File: src/rtl/exception_sequencer_pkg.sv
`default_nettype none
// ============================================================================
//  Module   : exc_pkg
//  Purpose  : Shared types and constants for the exception sequencer and for
//             the main control FSM that cooperates with it: sequencer state
//             encoding, exception cause codes, vector-table byte addresses
//             and a helper that maps a cause code to its vector address.
//  Ports    : none (package)
//  Revision : 1.0 - initial release
// ============================================================================
package exc_pkg;

  // Sequencer states. The encoding width is fixed so that it matches the
  // state register declared in the sequencer.
  typedef enum logic [2:0] {
    IDLE     = 3'd0,
    CAPTURE  = 3'd1,
    MEM_REQ  = 3'd2,
    MEM_WAIT = 3'd3,
    LOAD_PC  = 3'd4
  } exc_state_t;

  // Cause codes as reported on exc_cause. Code 0 means "no exception".
  localparam logic [1:0] EXC_NONE   = 2'd0;
  localparam logic [1:0] EXC_OPCODE = 2'd1;
  localparam logic [1:0] EXC_OVF    = 2'd2;
  localparam logic [1:0] EXC_DIV0   = 2'd3;

  // Vector-table byte addresses, one byte per cause, contiguous.
  localparam logic [31:0] VEC_ADDR_OPCODE = 32'd253;
  localparam logic [31:0] VEC_ADDR_OVF    = 32'd254;
  localparam logic [31:0] VEC_ADDR_DIV0   = 32'd255;

  // Width of the memory-latency wait counter: holds MEM_LATENCY-1 (max 6).
  localparam int unsigned WAIT_CNT_W = 3;

  // Vector address for a cause: base points at the opcode entry, the other
  // causes follow it in code order. Only meaningful for cause != EXC_NONE.
  function automatic logic [31:0] vec_addr(input logic [31:0] base,
                                           input logic [1:0]  cause);
    return base + {30'd0, cause} - 32'd1;
  endfunction

endpackage
`default_nettype wire

File: src/rtl/exception_sequencer_if.sv
`default_nettype none
// ============================================================================
//  Module   : exception_sequencer_if
//  Purpose  : Bundle of every signal exchanged between the exception
//             sequencer and the rest of the CPU (error flags, PC source,
//             shared memory port, PC/EPC write port, status).
//  Modports : master - the exception sequencer (drives memory/PC/EPC port)
//             slave  - the CPU side (error flags, memory data, consumers)
//  Optional : EXC_COUNT_EN adds the 16-bit exc_count status signal.
//  Revision : 1.0 - initial release
// ============================================================================
interface exception_sequencer_if;

  // CPU -> sequencer
  logic        exc_mask;
  logic        opcode_error;
  logic        overflow_error;
  logic        div_zero_error;
  logic [31:0] pc_current;
  logic [31:0] mem_rdata;

  // sequencer -> CPU
  logic        exc_busy;
  logic [31:0] mem_addr;
  logic        mem_read;
  logic        epc_write;
  logic [31:0] epc_data;
  logic        pc_write;
  logic [31:0] pc_data;
  logic [1:0]  exc_cause;
`ifdef EXC_COUNT_EN
  logic [15:0] exc_count;
`endif

  modport master (
`ifdef EXC_COUNT_EN
    output exc_count,
`endif
    input  exc_mask,
    input  opcode_error,
    input  overflow_error,
    input  div_zero_error,
    input  pc_current,
    input  mem_rdata,
    output exc_busy,
    output mem_addr,
    output mem_read,
    output epc_write,
    output epc_data,
    output pc_write,
    output pc_data,
    output exc_cause
  );

  modport slave (
`ifdef EXC_COUNT_EN
    input  exc_count,
`endif
    output exc_mask,
    output opcode_error,
    output overflow_error,
    output div_zero_error,
    output pc_current,
    output mem_rdata,
    input  exc_busy,
    input  mem_addr,
    input  mem_read,
    input  epc_write,
    input  epc_data,
    input  pc_write,
    input  pc_data,
    input  exc_cause
  );

endinterface
`default_nettype wire

File: src/rtl/exception_sequencer_priority_enc.sv
`default_nettype none
// ============================================================================
//  Module   : exc_priority_enc
//  Purpose  : Combinational fixed-priority encoder for the three error flags.
//             opcode > overflow > div-zero; lower-priority flags raised in
//             the same cycle are simply not reported.
//  Ports    : opcode_error, overflow_error, div_zero_error - error flags
//             cause - EXC_* cause code (EXC_NONE when no flag is set)
//             valid - at least one flag is set
//  Revision : 1.0 - initial release
// ============================================================================
module exc_priority_enc
  import exc_pkg::*;
(
  input  logic       opcode_error,
  input  logic       overflow_error,
  input  logic       div_zero_error,
  output logic [1:0] cause,
  output logic       valid
);

  always_comb begin
    cause = EXC_NONE;
    if (opcode_error) begin
      cause = EXC_OPCODE;
    end else if (overflow_error) begin
      cause = EXC_OVF;
    end else if (div_zero_error) begin
      cause = EXC_DIV0;
    end
  end

  assign valid = (cause != EXC_NONE);

endmodule
`default_nettype wire

File: src/rtl/exception_sequencer.sv
`default_nettype none
// ============================================================================
//  Module   : exception_sequencer
//  Purpose  : Multicycle sequencer taking the CPU from a raised error flag to
//             the PC loaded with the handler address: arbitrates the error
//             sources, writes EPC, reads the handler byte from the vector
//             table through the shared memory port, then writes the PC.
//  Ports    : clk     - system clock, rising edge
//             reset_n - asynchronous active-low reset
//             bus     - exception_sequencer_if.master (error flags, PC source,
//                       memory port, PC/EPC write port, busy/cause status)
//  Params   : MEM_LATENCY (1..7) cycles from mem_read to valid mem_rdata
//             EPC_OFFSET  subtracted from pc_current to form EPC
//             VEC_BASE    vector byte address of the opcode-error entry
//  Optional : EXC_COUNT_EN adds a saturating 16-bit count of exceptions taken
//             (bus.exc_count).
//  Revision : 1.0 - initial release
// ============================================================================
module exception_sequencer
  import exc_pkg::*;
#(
  parameter int unsigned MEM_LATENCY = 2,
  parameter logic [31:0] EPC_OFFSET  = 32'd4,
  parameter logic [31:0] VEC_BASE    = VEC_ADDR_OPCODE
) (
  input  logic                  clk,
  input  logic                  reset_n,
  exception_sequencer_if.master bus
);

  // The counter is preloaded with MEM_LATENCY-1 and MEM_WAIT exits on zero,
  // so MEM_WAIT lasts exactly MEM_LATENCY cycles and mem_rdata is sampled in
  // the MEM_LATENCY-th cycle after mem_read first rose (in MEM_REQ).
  localparam logic [WAIT_CNT_W-1:0] WAIT_INIT = WAIT_CNT_W'(MEM_LATENCY - 1);

  exc_state_t            state_q,    state_d;
  logic [1:0]            cause_q,    cause_d;
  logic [31:0]           mem_addr_q, mem_addr_d;
  logic [31:0]           epc_data_q, epc_data_d;
  logic [31:0]           pc_data_q,  pc_data_d;
  logic [WAIT_CNT_W-1:0] wait_cnt_q, wait_cnt_d;

  logic [1:0] enc_cause;
  logic       enc_valid;
  logic       take_exc;

  // Only the low byte of the vector-table read carries the handler address.
  logic unused_rdata_hi;
  assign unused_rdata_hi = ^bus.mem_rdata[31:8];

  exc_priority_enc u_prio (
    .opcode_error   (bus.opcode_error),
    .overflow_error (bus.overflow_error),
    .div_zero_error (bus.div_zero_error),
    .cause          (enc_cause),
    .valid          (enc_valid)
  );

  // Flags and mask are only looked at in IDLE, which is what prevents nesting.
  assign take_exc = (state_q == IDLE) && !bus.exc_mask && enc_valid;

  // --------------------------------------------------------------------------
  // Next-state and datapath capture
  // --------------------------------------------------------------------------
  always_comb begin
    state_d    = state_q;
    cause_d    = cause_q;
    mem_addr_d = mem_addr_q;
    epc_data_d = epc_data_q;
    pc_data_d  = pc_data_q;
    wait_cnt_d = wait_cnt_q;

    unique case (state_q)
      IDLE: begin
        if (take_exc) begin
          state_d    = CAPTURE;
          cause_d    = enc_cause;
          mem_addr_d = vec_addr(VEC_BASE, enc_cause);
          // Plain 32-bit subtraction: wraps below zero by design.
          epc_data_d = bus.pc_current - EPC_OFFSET;
        end
      end

      CAPTURE: begin
        state_d = MEM_REQ;
      end

      MEM_REQ: begin
        wait_cnt_d = WAIT_INIT;
        state_d    = MEM_WAIT;
      end

      MEM_WAIT: begin
        if (wait_cnt_q == '0) begin
          pc_data_d = {24'd0, bus.mem_rdata[7:0]};
          state_d   = LOAD_PC;
        end else begin
          wait_cnt_d = wait_cnt_q - 1'b1;
        end
      end

      LOAD_PC: begin
        state_d = IDLE;
      end

      default: begin
        state_d = IDLE;
      end
    endcase
  end

  always_ff @(posedge clk or negedge reset_n) begin
    if (!reset_n) begin
      state_q    <= IDLE;
      cause_q    <= EXC_NONE;
      mem_addr_q <= '0;
      epc_data_q <= '0;
      pc_data_q  <= '0;
      wait_cnt_q <= '0;
    end else begin
      state_q    <= state_d;
      cause_q    <= cause_d;
      mem_addr_q <= mem_addr_d;
      epc_data_q <= epc_data_d;
      pc_data_q  <= pc_data_d;
      wait_cnt_q <= wait_cnt_d;
    end
  end

  // --------------------------------------------------------------------------
  // Outputs: strobes decode straight from the state register, so a reset
  // clears them immediately and EPC/PC writes can never overlap.
  // --------------------------------------------------------------------------
  assign bus.exc_busy  = (state_q != IDLE);
  assign bus.epc_write = (state_q == CAPTURE);
  assign bus.mem_read  = (state_q == MEM_REQ) || (state_q == MEM_WAIT);
  assign bus.pc_write  = (state_q == LOAD_PC);
  assign bus.mem_addr  = mem_addr_q;
  assign bus.epc_data  = epc_data_q;
  assign bus.pc_data   = pc_data_q;
  assign bus.exc_cause = cause_q;

`ifdef EXC_COUNT_EN
  // --------------------------------------------------------------------------
  // Saturating count of exceptions taken (one per CAPTURE entry).
  // --------------------------------------------------------------------------
  logic [15:0] exc_count_q, exc_count_d;

  always_comb begin
    exc_count_d = exc_count_q;
    if (take_exc && (exc_count_q != 16'hFFFF)) begin
      exc_count_d = exc_count_q + 16'd1;
    end
  end

  always_ff @(posedge clk or negedge reset_n) begin
    if (!reset_n) begin
      exc_count_q <= '0;
    end else begin
      exc_count_q <= exc_count_d;
    end
  end

  assign bus.exc_count = exc_count_q;
`endif

endmodule
`default_nettype wire

File: src/flat_wrapper.sv
// flat-port wrapper written by rule: the top's interface ports become plain ports
module exception_sequencer_flat import exc_pkg::*;
#(
  parameter int unsigned MEM_LATENCY = 2,
  parameter logic [31:0] EPC_OFFSET  = 32'd4,
  parameter logic [31:0] VEC_BASE    = VEC_ADDR_OPCODE
)
  (clk, reset_n, bus_exc_mask, bus_opcode_error, bus_overflow_error, bus_div_zero_error, bus_pc_current, bus_mem_rdata, bus_exc_busy, bus_mem_addr, bus_mem_read, bus_epc_write, bus_epc_data, bus_pc_write, bus_pc_data, bus_exc_cause);
  exception_sequencer_if bus_i ();
  input  logic clk;
  input  logic reset_n;
  input wire logic [$bits(bus_i.exc_mask)-1:0] bus_exc_mask;
  input wire logic [$bits(bus_i.opcode_error)-1:0] bus_opcode_error;
  input wire logic [$bits(bus_i.overflow_error)-1:0] bus_overflow_error;
  input wire logic [$bits(bus_i.div_zero_error)-1:0] bus_div_zero_error;
  input wire logic [$bits(bus_i.pc_current)-1:0] bus_pc_current;
  input wire logic [$bits(bus_i.mem_rdata)-1:0] bus_mem_rdata;
  output wire logic [$bits(bus_i.exc_busy)-1:0] bus_exc_busy;
  output wire logic [$bits(bus_i.mem_addr)-1:0] bus_mem_addr;
  output wire logic [$bits(bus_i.mem_read)-1:0] bus_mem_read;
  output wire logic [$bits(bus_i.epc_write)-1:0] bus_epc_write;
  output wire logic [$bits(bus_i.epc_data)-1:0] bus_epc_data;
  output wire logic [$bits(bus_i.pc_write)-1:0] bus_pc_write;
  output wire logic [$bits(bus_i.pc_data)-1:0] bus_pc_data;
  output wire logic [$bits(bus_i.exc_cause)-1:0] bus_exc_cause;
  assign bus_i.exc_mask = bus_exc_mask;
  assign bus_i.opcode_error = bus_opcode_error;
  assign bus_i.overflow_error = bus_overflow_error;
  assign bus_i.div_zero_error = bus_div_zero_error;
  assign bus_i.pc_current = bus_pc_current;
  assign bus_i.mem_rdata = bus_mem_rdata;
  assign bus_exc_busy = bus_i.exc_busy;
  assign bus_mem_addr = bus_i.mem_addr;
  assign bus_mem_read = bus_i.mem_read;
  assign bus_epc_write = bus_i.epc_write;
  assign bus_epc_data = bus_i.epc_data;
  assign bus_pc_write = bus_i.pc_write;
  assign bus_pc_data = bus_i.pc_data;
  assign bus_exc_cause = bus_i.exc_cause;
  exception_sequencer #(.MEM_LATENCY(MEM_LATENCY), .EPC_OFFSET(EPC_OFFSET), .VEC_BASE(VEC_BASE)) u_core (.clk(clk), .reset_n(reset_n), .bus(bus_i));
endmodule
File: config.mk
export PLATFORM = sky130hd
export DESIGN_NAME = exception_sequencer_flat
export DESIGN_NICKNAME = d
export VERILOG_FILES = /design/src/rtl/exception_sequencer_pkg.sv /design/src/rtl/exception_sequencer_if.sv /design/src/rtl/exception_sequencer_priority_enc.sv /design/src/rtl/exception_sequencer.sv /design/src/flat_wrapper.sv
export SDC_FILE = /design/constraint.sdc
export NUM_CORES = 1
export LEC_CHECK = 0
export CAP_MARGIN = 20
export CORE_ASPECT_RATIO = 1.5
export CORE_MARGIN = 1
export CORE_UTILIZATION = 60
export DETAILED_ROUTE_END_ITERATION = 10
export DONT_BUFFER_PORTS = 1
export GPL_ROUTABILITY_DRIVEN = 0
export GPL_TIMING_DRIVEN = 0
export PLACE_DENSITY = 0.76
export SYNTH_ARGS = -nofsm -noshare
export SYNTH_HDL_FRONTEND = slang
export SYNTH_SLANG_ARGS = --single-unit
export TNS_END_PERCENT = 5
File: constraint.sdc
create_clock -name clk -period 4.1 [get_ports clk]
set_input_delay 0.205 -clock clk [delete_from_list [all_inputs] [get_ports clk]]
set_output_delay 0.205 -clock clk [all_outputs]
set_load 0.02 [all_outputs]
; ---- Word level (Yosys, flattened, before mapping)
; Cells that the tools add are included.
[word_totals]
input_bits = 70
register_bits = 80
elab_cells = 38
[op_classes]
reduce_logical = 13
addsub = 4
n_eq_ne = 7
mux = 8
[op_table]
columns = op, count
row1 = "subtractor 32 x 1 -> 32 bit, second input constant", 1
row2 = "subtractor 32 x 3 -> 32 bit, second input constant", 1
row3 = case mux 3 bit (4 select lines), 1
row4 = "adder 8 x 2 -> 9 bit, first input constant", 1
row5 = 2-to-1 mux 3 bit, 3
row6 = AND reduction 2 bit, 4
row7 = "== test 3 x 2 -> 1 bit, second input constant", 2
row8 = zero test 3 bit, 2
row9 = 2-to-1 mux 2 bit, 3
row10 = case mux 3 bit (2 select lines), 1
row11 = "!= test 2 x 1 -> 1 bit, second input constant", 2
row12 = nonzero test 2 bit, 2
row13 = "== test 3 x 1 -> 1 bit, second input constant", 1
row14 = "== test 3 bit, second input constant", 1
row15 = nonzero test 3 bit, 1
row16 = "subtractor 3 x 1 -> 3 bit, second input constant", 1
row17 = logical AND 1 bit, 2
row18 = "!= test 2 bit, second input constant", 1
row19 = zero test 1 bit, 1
row20 = logical OR 1 bit, 1

; ---- Longest topological paths before layout
[logic_depth]
word_depth = 7
depth_mapped = 8
depth_no_buf = 7

; ---- Modules after synthesis
; A second synthesis with hierarchy kept.
[hier_totals]
cells_unflattened = 309
area_unflattened_um2 = 2881.5
[modules_own_cells]
columns = mod, n_inst, area_per_inst_um2, seq_area_each_um2, cells_per_inst
row1 = exception_sequencer, 1, 2855.2, 1226.2, 304
row2 = exc_priority_enc, 1, 26.3, 0.0, 5

; ---- Least setup slack after synthesis
; No wires, ideal clock.
[synth_timing]
path_kind = reg-to-reg
start = register u_core.state_q[0]
end = register u_core.epc_data_q[27], in the netlist u_core.bus.epc_data[27]
path_slack_ns = 2.385
t_arrival_ns = 1.582
period_less_slack_ns = 1.715
path_stages_with_launch = 9
n_path_buf = 3
required_time_ns = 3.968
path_cell_list = dfrtp_1 buf_2 or3_4 nor2_4 o21ai_2 buf_2 buf_2 nand2_1 o21ai_1
[synth_via]
elab_chain_len = 4
[synth_rtl]
columns = element, line
row1 = from (decl), exception_sequencer.sv:36  ; exc_state_t state_q, state_d;
row2 = from (signal assigned), exception_sequencer.sv:121  ; state_q <= state_d;
row3 = zero test 3 bit (*), "exception_sequencer.sv:60, exception_sequencer.sv:73"
row4 = logical AND 1 bit (2 in a row), exception_sequencer.sv:60  ; assign take_exc = (state_q == IDLE) && !bus.exc_mask && enc_valid;
row5 = AND reduction 2 bit (no line) (*), -
row6 = to (signal assigned), exception_sequencer.sv:124  ; epc_data_q <= epc_data_d;
row7 = to (decl), exception_sequencer.sv:39  ; logic [31:0] epc_data_q, epc_data_d;
; Every way passes the cells marked *; elsewhere a longest branch is shown, timed or not.
; A chain may end at the register's enable or synchronous reset.

; ---- Worst setup path after layout
[layout_timing]
start = register u_core.wait_cnt_q[0]
end = register u_core.pc_data_q[1], in the netlist u_core.bus.pc_data[1]
[layout_via]
elab_chain_len = 2
[layout_rtl]
columns = element, line
row1 = from (decl), exception_sequencer.sv:41  ; logic [WAIT_CNT_W-1:0] wait_cnt_q, wait_cnt_d;
row2 = from (signal assigned), exception_sequencer.sv:126  ; wait_cnt_q <= wait_cnt_d;
row3 = zero test 3 bit, exception_sequencer.sv:94  ; if (wait_cnt_q == '0) begin
row4 = AND reduction 2 bit (no line), -
row5 = to (signal assigned), exception_sequencer.sv:125  ; pc_data_q <= pc_data_d;
row6 = to (decl), exception_sequencer.sv:40  ; logic [31:0] pc_data_q, pc_data_d;
; No other way between the ends.

==> metrics.yaml <==
p_per_area_nw_per_um2: 591
async_flop_share_pct: 100
std_cell_rows: 31
relSlewSlack_pct: 52.6
multi_input_area_um2: 1440
hold_viol_final: 0
slew_violations: 0
finalCritPeriodShare_pct: 48.1
synthCells: 308
htreeDepth: 2
synthDistinctLibCells: 45
cts-root-buf: "clkbuf_8"
synth_area_leader_cell: "dfrtp_1"
synth_commonest_cells: "buf_4 (52), dfrtp_1 (52), nand2_1 (47), o21ai_1 (28), xnor2_1 (23)"
path_buf_inv: 2
drt_iter0_markers: 97
ys_ff_latch: 52
setup_tns_ns: 0
avgSynthCellArea_um2: 9.90
cts_sinks: 52
dieHeight_um: 89.3
status: "finished, final reports clean"
path_max_fanout: 9
grt_max_degree: 53
ios: 172
via_per_inst: 5.01
seq_area_um2: 1300
rr_endpoint: "u_core.bus.pc_data[1]"
finClkSkew_ns: 0.0115
m1WireLength_um: 2080
clockBufferDepth: 2
netlist_area_um2: 3050
cts_tree: "yes"
path_common_cell: "ha_1"
maxCapViolCount: 0
diodes: 0
route.met2.wl_um: 3510
crit_chain: "inv_1 -> ha_1 -> ha_1 -> clkbuf_1 -> nand3_1 -> mux2_2"
numCtsBuffers: 5
top_layer_used: "met4"
antenna_found_initial: 0
synth_seq_area_share_pct: 42.7
worstHoldStart: "bus_pc_current[0]"
crit_cells: 6
grt_pass1_vias: 2076
hold_path_depth: 2
grt_pass1_wl_um: 9170
worstMarginPinSlew_ns: 0.709
synth_edf_count: 0
fin_area_um2: 3450
hold_class: "in2reg"
postRouteAntennaNets: 0
start_util_pct: 62.9
die_w_um: 60.2
utilization_pct: 71.1
n_fill_cell: 396
dr_total_vias: 2155
hold_path_end: "u_core.bus.epc_data[0]"
setup_violations: 0
synth.area.top_cells: "dfrtp_1 (43%), buf_4 (13%), xnor2_1 (6.6%), nand2_1 (5.8%), o21ai_1 (4.6%)"
place_hpwl_um: 4870
rsz0062_at_grt: "no"
ys_warn_count: 0
yosys.area.top_type_share_pct: 42.7
area_delta_synth_final_pct: 13.0
worst_ep_required_time_ns: 4.30
regToRegSetupSlack_ns: 2.13
port-buffer-count: 0
irDropWorstVdd_mv: 0.373
critPathLaunchType: "flop"
cp-end-kind: "flop"
r2r_cells: 6
wire_per_inst_um: 14.2
grt_use_total_pct: 22.7
worstPathArrival_ns: 2.17
drive_gt1_share_pct: 26.9
place_inst: 418
placedInstanceArea_um2: 3300
crit_slowest_cell: "nand3_1"
stdcell_count: 430
fin_nets: 436
overflow: 0
period_needed_ns: 1.97
wl_um: 6120
r2r_start: "u_core.wait_cnt_q[0]"
wl_met3_um: 462
drtPass1Iterations: 4
drc: 0
critPathMaxStageDelay_ns: 0.41
max_freq_mhz: 507
cp-startpoint: "u_core.wait_cnt_q[0]"
ys.flop_type: "dfrtp_1"
clock_latency_ns: 0.31
die-area_um2: 5380
p_leak_uw: 0.00157
criticalPathCategory: "reg2reg"
cp_top_family: "simple AND/OR/NAND/NOR gates"
cts-resized-gates: 0
postCtsSetupBuffers: 0
clkTransAtPathRegs_ns: 0.10
core_area_um2: 4850
-- worst max-delay path by stage --
stage / to / slack, ns
2_1_floorplan: u_core.bus.epc_data[27] / 2.39
3_5_place_dp: u_core.bus.pc_data[0] / 2.15
6_report: u_core.bus.pc_data[1] / 2.13
3_3_place_gp: u_core.bus.pc_data[4] / 2.16
5_1_grt: u_core.bus.pc_data[5] / 1.99
4_1_cts: u_core.bus.pc_data[0] / 2.13
-- sequential cells by signal, indices dropped and copies added (netlist names) --
| name | flops |
|---|---|
| u_core.bus.mem_addr | 5 |
| u_core.state_q | 3 |
| u_core.bus.exc_cause | 1 |
| u_core.bus.epc_data | 32 |
| u_core.wait_cnt_q | 3 |
| u_core.bus.pc_data | 8 |
-- metrics by stage --
stage	setup slack (ns)	power (uW)	hold slack, ns
after floorplan	2.39	1610	-0.0906
after global placement	2.16	1710	-0.0889
after detailed placement	2.15	1750	-0.0886
after CTS	2.13	2050	0.00555
after global routing	1.99	2180	0.0192
final	2.13	2040	0.0114
-- logic make-up after synthesis --
group | after synthesis | share of synthesized area (%)
compound gates | 44 | 7.92
buf+inv | 69 | 15.5
other cells | 1 | 0.123
fa+ha+maj | 3 | 1.23
flops | 52 | 42.7
mux | 9 | 3.28
simple gates | 102 | 21.2
xor+xnor | 28 | 8.04
-- layer usage --
layer | global-route usage (%) | vias up
li1 | - | 1042
met1 | 23.6 | 1026
met2 | 43.3 | 81
met3 | 5.79 | 6
met4 | 6.77 | 0
met5 | 0 | -
-- timing repair --
item,in CTS,in global routing
hold buffers,4,0
hold endpoints to repair,54,0
endpoints found under the setup margin,0,0
-- area by class of cell --
| class | count | share of cell area, % |
|---|---|---|
| flip-flops and latches | 52 | 37.8 |
| clock inverters | 3 | 0.617 |
| repair buffers | 4 | 1.67 |
| clock buffers | 5 | 2.00 |
| multi-input cells | 231 | 41.8 |
| inverters | 7 | 0.763 |
| plain buffers | 62 | 13.0 |
| well taps | 66 | 2.40 |
-- cells in the final DEF, fill, tap and decap left out, types with 4 or more instances in the layout --
master    count
nor2_1        8
nand2b_1      5
nor3_1        8
a21oi_1       4
mux2_2        8
clkbuf_8      5
nor4_2        6
buf_2         4
inv_1         7
o21ai_0       4
conb_1       45
nor3_2        5
xor2_1        5
buf_4        52
clkbuf_1      4
dfrtp_1      52
xnor2_1      23
nand2_1      47
o21ai_1      28
-- power breakdown --
group / total [uW] / internal (uW) / switching (uW)
combinational: 576 / 254 / 322
clock: 295 / 121 / 174
sequential: 1170 / 740 / 426
Power figures use the tool's default switching activity.
